<file path="config.mk">
export PLATFORM = sky130hd
export DESIGN_NAME = gray_sweep_decoder
export DESIGN_NICKNAME = d
export VERILOG_FILES = /design/src/rtl/gray_sweep_decoder.sv
export SDC_FILE = /design/constraint.sdc
export NUM_CORES = 1
export LEC_CHECK = 0
export ABC_AREA = 1
export CAP_MARGIN = 20
export CORE_MARGIN = 3
export CORE_UTILIZATION = 43
export DETAILED_ROUTE_END_ITERATION = 8
export GPL_TIMING_DRIVEN = 0
export PLACE_DENSITY_LB_ADDON = 0.25
export SLEW_MARGIN = 10
export SYNTH_ARGS = -nofsm -noshare
export SYNTH_HDL_FRONTEND = slang
export SYNTH_SLANG_ARGS = --single-unit
</file>
<file path="constraint.sdc">
create_clock -name clk -period 2.15 [get_ports clk]
set_input_delay 0.3225 -clock clk [delete_from_list [all_inputs] [get_ports clk]]
set_output_delay 0.3225 -clock clk [all_outputs]
set_load 0.005 [all_outputs]
</file>
<file path="src/rtl/gray_sweep_decoder.sv">
// rtl/gray_sweep_decoder.sv - registered Gray-to-binary decoder with sweep sequence checker
//
// Purpose: decodes a 4-bit Gray word into binary through a one-deep
// valid/ready output register, and optionally checks that accepted words
// form an ascending 0..15 sweep.
//
// Ports:
//   clk                    single clock, rising edge
//   rst_n                  synchronous active-low reset
//   restart                synchronous pulse, re-arms the sweep checker
//   in_valid / in_ready    upstream handshake
//   y3..y0                 Gray-coded input word (y3 MSB)
//   out_valid / out_ready  downstream handshake
//   x3..x0                 decoded binary word (x3 MSB)
//   seq_err                one-cycle pulse alongside a word that broke the sequence
//   err_count              saturating count of sequence errors
//   sweep_done             level, a full sweep ending at 15 has completed
//
// Parameter CHECK_EN: 1 enables the checker; 0 leaves a pure registered decoder.

module gray_sweep_decoder #(
  parameter int CHECK_EN = 1
) (
  input  logic       clk,
  input  logic       rst_n,
  input  logic       restart,
  input  logic       in_valid,
  output logic       in_ready,
  input  logic       y3,
  input  logic       y2,
  input  logic       y1,
  input  logic       y0,
  output logic       out_valid,
  input  logic       out_ready,
  output logic       x3,
  output logic       x2,
  output logic       x1,
  output logic       x0,
  output logic       seq_err,
  output logic [3:0] err_count,
  output logic       sweep_done
);

  typedef enum logic [1:0] {
    IDLE = 2'd0,
    RUN  = 2'd1,
    DONE = 2'd2
  } state_t;

  localparam bit CHECK_ON = (CHECK_EN != 0);

  state_t     state;
  state_t     state_next;
  logic [3:0] exp;
  logic [3:0] exp_next;
  logic [3:0] dec;
  logic [3:0] x_reg;
  logic       accept;
  logic       err_hit;
  logic       gate;

  // Each binary bit is the XOR of the Gray bit with the binary bit above it.
  always_comb begin
    dec[3] = y3;
    dec[2] = dec[3] ^ y2;
    dec[1] = dec[2] ^ y1;
    dec[0] = dec[1] ^ y0;
  end

  // With the checker disabled, DONE and restart can never block the input.
  assign gate     = CHECK_ON ? ((state != DONE) && !restart) : 1'b1;
  assign in_ready = rst_n && (!out_valid || out_ready) && gate;
  assign accept   = in_valid && in_ready;

  always_comb begin
    state_next = state;
    exp_next   = exp;
    err_hit    = 1'b0;
    if (CHECK_ON) begin
      if (restart) begin
        state_next = IDLE;
        exp_next   = 4'd0;
      end else if (accept) begin
        // The checker always resynchronises to the word just seen, so a
        // single skip produces exactly one error.
        exp_next = dec + 4'd1;
        case (state)
          IDLE: begin
            state_next = RUN;
            err_hit    = (dec != 4'd0);
          end
          RUN: begin
            err_hit = (dec != exp);
            if (dec == 4'd15) begin
              state_next = DONE;
            end
          end
          default: begin
          end
        endcase
      end
    end
  end

  always_ff @(posedge clk) begin
    if (!rst_n) begin
      state     <= IDLE;
      exp       <= 4'd0;
      seq_err   <= 1'b0;
      err_count <= 4'd0;
      out_valid <= 1'b0;
      x_reg     <= 4'd0;
    end else begin
      state   <= state_next;
      exp     <= exp_next;
      // Registered alongside the output word so the pulse lines up with it.
      seq_err <= err_hit;
      if (restart && CHECK_ON) begin
        err_count <= 4'd0;
      end else if (err_hit && (err_count != 4'd15)) begin
        err_count <= err_count + 4'd1;
      end
      if (accept) begin
        out_valid <= 1'b1;
        x_reg     <= dec;
      end else if (out_ready) begin
        out_valid <= 1'b0;
      end
    end
  end

  assign sweep_done = (state == DONE);
  assign {x3, x2, x1, x0} = x_reg;

endmodule

</file>
Word level (Yosys, flattened, before mapping)
Index checks and enable logic that the tools add are counted.

cells by class
  $add $sub $neg = 2
  reductions and logical operators = 14
  mux-type cells = 7
  eq/ne operators = 7
  bitwise logic cells = 4

operators with widths
  operator             number
  $add 4x1->4 const B  2
  $logic_and 1x1->1    5
  $eq 4x4->1 const B   1
  $mux 1               4
  $ne 2x2->1 const B   2
  $ne 4x4->1           1
  $ne 4x4->1 const B   1
  $pmux 2 s2           1
  $reduce_bool 2->1    2
  $reduce_bool 4->1    1
  $reduce_and 3->1     1
  $xor 1x1->1          3
  $eq 2x1->1 const B   1
  $eq 2x2->1 const B   1
  $logic_not 1->1      2
  $logic_not 2->1      1
  $mux 2               1
  $pmux 1 s2           1
  $reduce_or 2->1      1
  $logic_or 1x1->1     1
  $not 1->1            1

storage, ports and cells
  input port bits = 9
  register bits after elaboration = 16
  output and inout port bits = 12

Depth between registers and ports, before layout
Gate-level depths: netlist of the first run.

  word-level depth = 8
  depth in mapped cells = 14
  gate-level depth less buffers = 14

Least setup slack after synthesis of the first run
OpenSTA, ideal clock, no wires.

  path type = in2reg
  start point = input y3
  end point = register err_count[0]
  stages = 14
  data arrival time = 2.043 ns
  slack = -0.006 ns
  setup time = 0.113 ns
  data required time = 2.037 ns
  path through = inv_1 -> ha_1 -> ha_1 -> inv_1 -> ha_1 -> inv_1 -> nand2_1 -> nand2_1 -> nor2_1 -> nand3_1 -> nand3_4 -> nand2_1 -> nand2_1 -> nor2_1

on the way
  cells in the longest elaborated chain, start to end = 8
  elaborated cells on any way between the ends = 9
  classes of those cells = eq/ne: 1; mux: 3; bitwise: 3; reduce/logical: 2

RTL lines
  element                                          line    RTL
  from (decl)                                      29      input logic y3,
  $xor 1x1->1 *                                    65      dec[2] = dec[3] ^ y2;
  via dec[2]                                       56      logic [3:0] dec;
  $xor 1x1->1 *                                    66      dec[1] = dec[2] ^ y1;
  via dec[1]                                       56
  $xor 1x1->1                                      67      dec[0] = dec[1] ^ y0;
  $ne 4x4->1 or $reduce_bool 4->1 (tied branches)  93, 90
  $pmux 1 s2 *                                     87      case (state)
  $mux 1 *                                         83      end else if (accept) begin
  $mux 1 *                                         80      if (restart) begin
  $logic_and 1x1->1 *                              120     end else if (err_hit && (err_count != 4'd15)) begin
  to (signal assigned)                             121     err_count <= err_count + 4'd1;
  to (decl)                                        40      output logic [3:0] err_count,

The timed path passes the listed nets; every way through them passes the cells marked *.
A chain may end at the register's enable or synchronous reset.

Worst setup path in the final report of the first run
Same ends and word-level chain as after synthesis.

==> results.json, run 1 <==
{
  "synth.area.top_cells": "dfxtp_1, nand2_1, inv_1",
  "highest_layer": "met4",
  "finalWeightedCongestion": 0.854,
  "min_period_ns": 2.03,
  "synth.avg_cell_area_um2": 7.45,
  "synth_top_area_frac": 0.364,
  "relSlewSlack": 0.798,
  "ys_async_sr_fraction": 0,
  "grt_start_max_net_pins": 11,
  "ys_seq_elements": 16,
  "die_w_um": 51.2,
  "grt_pass1_vias": 833,
  "end_kind": "flip-flop",
  "finalSetupViolations": 0,
  "cp_max_fo": 6,
  "vias": 842,
  "clock-root-buffer": "clkbuf_4",
  "die_h_um": 51.2,
  "synth_commonest_cells": "nand2_1, inv_1, dfxtp_1",
  "postSynthCellCount": 118,
  "syn-cell-area_um2": 880,
  "track_usage": 0.176,
  "skew_ns": 0.00112,
  "antenna_cells": 0,
  "reg2reg_to": "x_reg[3]",
  "route.detailed.wl_per_inst_um": 12.1,
  "yosysSeqAreaShare": 0.364,
  "clockBufferDepth": 2,
  "final_area_um2": 1230,
  "grt_setup_unrepaired": "no",
  "met3RoutedLength_um": 76,
  "r2r_start": "out_valid",
  "yosys.area.top_type": "dfxtp_1",
  "rrSetupSlack_ns": 0.79,
  "synth_most_common_cell": "nand2_1",
  "status": "completed",
  "cts_made_buffers": 3,
  "yosysWarnings": 0,
  "whs_ns": 0.392,
  "cts-htree-levels": 1,
  "fmax_ghz": 0.492,
  "rows": 15,
  "cap_violations": 0,
  "antenna_found_initial": 0,
  "nNetsFinal": 160,
  "fin_util": 0.677,
  "routed_via_density": 4.95,
  "initialDrtViolationCount": 24,
  "wl_met1_um": 881,
  "initial_core_util": 0.483,
  "min_delay_worst_endpoint": "out_valid",
  "min_from": "rst_n",
  "final-hold-violation-count": 0,
  "pin_count": 21,
  "io_buffers": 20,
  "synthFlopType": "dfxtp_1",
  "remaining_drc_errors": 0,
  "crit_type": "in2reg",
  "grt_overflow": 0,
  "core_um2": 1820,
  "grt_pass1_wl_mm": 3.36,
  "holdCritPathClass": "in2reg",
  "path_clk_slew_ns": 0.09,
  "synth_cell_types": 23,
  "post-place-cells": 163,
  "cts.hold.buffers_added": 0,
  "min_path_cells": 2,
  "numClockSinks": 16,
  "cp.arrival_ns": 2.24,
  "fin_cells": 170,
  "placed_cell_area_um2": 1120,
  "dieArea_um2": 2620,
  "start_kind": "primary input",
  "synth_edf_count": 0,
  "syn_to_final_growth_pct": 40.1,
  "leakage_uw": 0.000541,
  "total_power_uw": 651,
  "finalWirelength_mm": 2.05,
  "p_per_area_nw_per_um2": 528,
  "r2r_cells": 8,
  "setup.worst_path.start": "y3",
  "timing.final.crit_share": 0.946,
  "dr_wl_met2_mm": 1.00,
  "drv_slew": 0,
  "postRouteAntennaNets": 0,
  "ir_worst_vdd_uv": 397,
  "hpwl_mm": 1.42,
  "worst_skew_pair.late_latency_ns": 0.29,
  "synthesis.nets": 132,
  "cts_tree": "done",
  "firstDrtPassIters": 4,
  "required_ns": 2.35,
  "tightest_slew_ns": 0.303,
  "drive_gt1_frac": 0.200
}
==> worst max-delay path, cell delays in order <==
cell           delay, ns
dlygate4sd2_1       0.28
inv_2               0.10
ha_4                0.26
ha_4                0.27
inv_2               0.05
ha_4                0.27
inv_2               0.05
nand2_2             0.05
nand2_1             0.05
nor2_1              0.11
nand3_2             0.13
nand3_4             0.14
nand2_2             0.05
nand2_1             0.05
nor2_1              0.04
==> kinds of logic after synthesis <==
| group | after synthesis | share of synthesized area |
|---|---|---|
| AOI/OAI and AO/OA | 19 | 0.112 |
| xor gates and xnor gates | 3 | 0.0299 |
| adders and majority gates | 5 | 0.0711 |
| buffers and inverters | 21 | 0.0981 |
| DFF | 16 | 0.364 |
| and+or+nand+nor | 54 | 0.324 |
==> per-layer routing <==
layer	global-route usage	up-vias
met2	0.292	22
met3	0.0466	9
li1	-	425
met1	0.176	386
met5	0	-
met4	0.170	0
==> layout make-up <==
cell class	count	area (um2)
Clock buffer	4	36.3
Inverter	20	75.1
Timing Repair Buffer	23	226
Fill cell	150	588
Buffer	1	11.3
Tap cell	25	31.3
Sequential cell	16	320
Multi-Input combinational cell	81	532
==> worst max-delay path by stage <==
stage	endpoint	slack, ns	cells after the start
after global placement	err_count[0]	-0.68	15
after detailed placement	err_count[0]	-0.70	15
after global routing	in_ready	0.06	5
after CTS	err_count[0]	0.002	15
after floorplan	err_count[0]	0.04	14
final	err_count[0]	0.12	15
==> placed cells by master, fill, tap and decap left out, drive strengths merged <==
| cell type | instances |
|---|---|
| clkdlybuf4s50 | 17 |
| nand2 | 25 |
| o21a | 1 |
| dlymetal6s2s | 2 |
| dfxtp | 16 |
| buf | 4 |
| nor3 | 2 |
| clkbuf | 4 |
| nor2 | 18 |
| inv | 20 |
| xnor2 | 1 |
| a21oi | 9 |
| xor2 | 2 |
| nand4 | 2 |
| a31oi | 1 |
| and2 | 1 |
| ha | 5 |
| nand3 | 6 |
| o21ai | 8 |
| dlygate4sd2 | 1 |
==> power by group <==
part	switching, uW	total [uW]	leakage (uW)	internal [uW]
sequential	4.61	309	0.000130	304
clock	101	205	0.0000210	103
combinational	71.7	138	0.000391	66.3
total	178	651	0.000541	474
==> timing repair <==
item | in CTS | in global routing
setup endpoints to repair | 8 | 6
gates resized for setup | 8 | 7
pin swaps | 4 | 6
buffers inserted | 2 | 1
==> per-stage QoR <==
stage	TNS, ns	setup WS [ns]
3_5_place_dp	-5.21	-0.699
3_3_place_gp	-5.14	-0.676
6_report	0	0.117
4_1_cts	0	0.00193
2_1_floorplan	0	0.0415
5_1_grt	0	0.0607
(Power assumes the default switching activity.)
==> inputs of run 2 (changes only) <==
CTS_CLUSTER_SIZE = 40   (was not set)
==> results of run 2 <==
No change in the layout: final DEF, timing and power equal those of run 1.
==> inputs of run 3 (changes only) <==
ABC_AREA = not set   (was 1)
PLACE_DENSITY = 0.72   (was not set)
PLACE_DENSITY_LB_ADDON = not set   (was 0.25)
==> run 3 against run 2 <==
  * Clock-buffer cell count unchanged
  * Sequential share of layout area down 0.67 points
  * Non-clock buffer count increased by 3
  * Sequential power about the same
  * First-iteration DRC count is 4.2% higher
  * Power grew 2.2%
  * Design area grew 2.6%
  * Cell count down 14%
  * Clock skew is 0.0011 ns higher
  * Global-route usage down 1.6 points
  * Routed wire length is 7.0% lower
==> results.json, run 3 <==
{
  "ys_async_sr_fraction": 0,
  "drive_gt1_frac": 0.230,
  "final_common_cell": "clkdlybuf4s50_1",
  "min_from": "y3",
  "vias": 741,
  "yosysWarnings": 0,
  "synth_edf_count": 0,
  "postSynthCellCount": 93,
  "ir_worst_vdd_uv": 372,
  "start_kind": "primary input",
  "required_ns": 2.31,
  "grt_start_max_net_pins": 10,
  "routed_via_density": 5.04,
  "synth_commonest_cells": "dfxtp_1, nand2_1, nor2_1",
  "path_clk_slew_ns": 0.09,
  "setup_slack_ns": 0.0549,
  "synth.area.top_cells": "dfxtp_1, ha_1, xnor2_1",
  "dp_slack_ns": -0.741,
  "min_delay_worst_endpoint": "x_reg[3]",
  "worst_skew_pair.late_latency_ns": 0.27,
  "leakage_uw": 0.000497,
  "syn-cell-area_um2": 856,
  "pin_count": 21,
  "die_h_um": 50.6,
  "track_usage": 0.160,
  "synthFlopType": "dfxtp_1",
  "cap_violations": 0,
  "hpwl_mm": 1.34,
  "timing.final.crit_share": 0.974,
  "fin_util": 0.702,
  "relSlewSlack": 0.758,
  "synth_most_common_cell": "dfxtp_1",
  "initialDrtViolationCount": 25,
  "route.detailed.wl_per_inst_um": 13.0,
  "crit_type": "in2reg",
  "grt_pass1_wl_mm": 3.26,
  "die_w_um": 50.6,
  "finalWeightedCongestion": 0.798,
  "whs_ns": 0.356,
  "clock-root-buffer": "clkbuf_4",
  "cts_made_buffers": 3,
  "yosysSeqAreaShare": 0.374,
  "syn_to_final_growth_pct": 47.8,
  "synthesis.nets": 107,
  "fmax_ghz": 0.477,
  "dieArea_um2": 2560,
  "initial_core_util": 0.475,
  "cts_tree": "done",
  "nNetsFinal": 137,
  "core_um2": 1800,
  "postRouteAntennaNets": 0,
  "synth_cell_types": 31,
  "reg2reg_to": "err_count[3]",
  "final-hold-violation-count": 0,
  "drv_slew": 0,
  "synth.avg_cell_area_um2": 9.20,
  "r2r_cells": 5,
  "cp.arrival_ns": 2.25,
  "r2r_start": "out_valid",
  "tightest_slew_ns": 0.361,
  "min_period_ns": 2.10,
  "rows": 15,
  "rrSetupSlack_ns": 0.50,
  "numClockSinks": 16,
  "placed_cell_area_um2": 1140,
  "grt_overflow": 0,
  "grt_setup_unrepaired": "yes",
  "skew_ns": 0.00222,
  "holdCritPathClass": "in2reg",
  "clockBufferDepth": 2,
  "synth_top_area_frac": 0.374,
  "finalSetupViolations": 0,
  "ys_seq_elements": 16,
  "p_per_area_nw_per_um2": 526,
  "status": "completed",
  "grt_pass1_vias": 776,
  "yosys.area.top_type": "dfxtp_1",
  "total_power_uw": 666,
  "firstDrtPassIters": 4,
  "cp_max_fo": 6,
  "antenna_found_initial": 0,
  "antenna_cells": 0,
  "final_area_um2": 1260,
  "final_cell_mix": "clkdlybuf4s50_1, dfxtp_1, nand2_1, nor2_1",
  "io_buffers": 20,
  "min_path_cells": 3,
  "cts-htree-levels": 1,
  "end_kind": "flip-flop",
  "finalWirelength_mm": 1.91,
  "remaining_drc_errors": 0
}
run 3: logic make-up after synthesis:
group,Yosys count,share of synthesized area
AND/OR/NAND/NOR,38,0.257
flip-flops,16,0.374
AO/OA/AOI/OAI,15,0.137
buffers and inverters,9,0.0497
XOR/XNOR,6,0.0614
adder cells (fa/ha/maj),5,0.0731
multiplexers,4,0.0468
run 3: area by class of cell:
cell class | count | area [um2]
Fill cell | 145 | 537
Timing Repair Buffer | 25 | 230
Buffer | 2 | 16.3
Inverter | 7 | 26.3
Clock buffer | 4 | 36.3
Sequential cell | 16 | 320
Multi-Input combinational cell | 68 | 604
Tap cell | 25 | 31.3
run 3: worst max path at each step:
stage	startpoint	end	slack, ns	cells past startpoint
after floorplan	y2	err_count[2]	0.1	9
after global placement	y3	err_count[3]	-0.67	10
after detailed placement	y3	err_count[3]	-0.74	10
after CTS	y3	err_count[3]	-0.007	8
after global routing	y1	err_count[0]	-0.02	10
final	y1	err_count[0]	0.05	10
run 3: stage by stage:
| stage | setup TNS, ns | cells |
|---|---|---|
| after detailed placement | -4.30 | 138 |
| final | 0 | 147 |
| after floorplan | 0 | 93 |
| after global placement | -3.95 | 138 |
| after CTS | -0.00674 | 146 |
| after global routing | -0.0184 | 147 |
run 3: what timing repair did:
action / in CTS / in global routing
cloned: 0 / 0
gates resized for setup: 10 / 5
endpoints found under the setup margin: 7 / 5
hold buffers: 0 / 0
pin swaps: 4 / 1
setup buffers: 5 / 1
run 3: report_power, final:
part	switching (uW)	total, uW	leakage [uW]	internal, uW
registers	5.63	309	0.000130	304
logic	72.6	162	0.000346	89.8
clock network	91.4	194	0.0000210	103
total	170	666	0.000497	496
run 3: critical path: stages:
cell	delay (ns)
clkdlybuf4s50_1	0.47
inv_1	0.07
ha_4	0.27
inv_2	0.04
ha_4	0.29
xnor2_4	0.13
nor4_4	0.06
buf_4	0.17
o311ai_2	0.31
o41ai_2	0.12
run 3: metal layers:
layer  global-route usage  up-vias  part of all wire
met3               0.0297        4             0.042
met4               0.0359        0             0.020
met1                0.211      342              0.46
met2                0.270       15              0.47
met5                    0        -                 0
li1                     -      380                 -
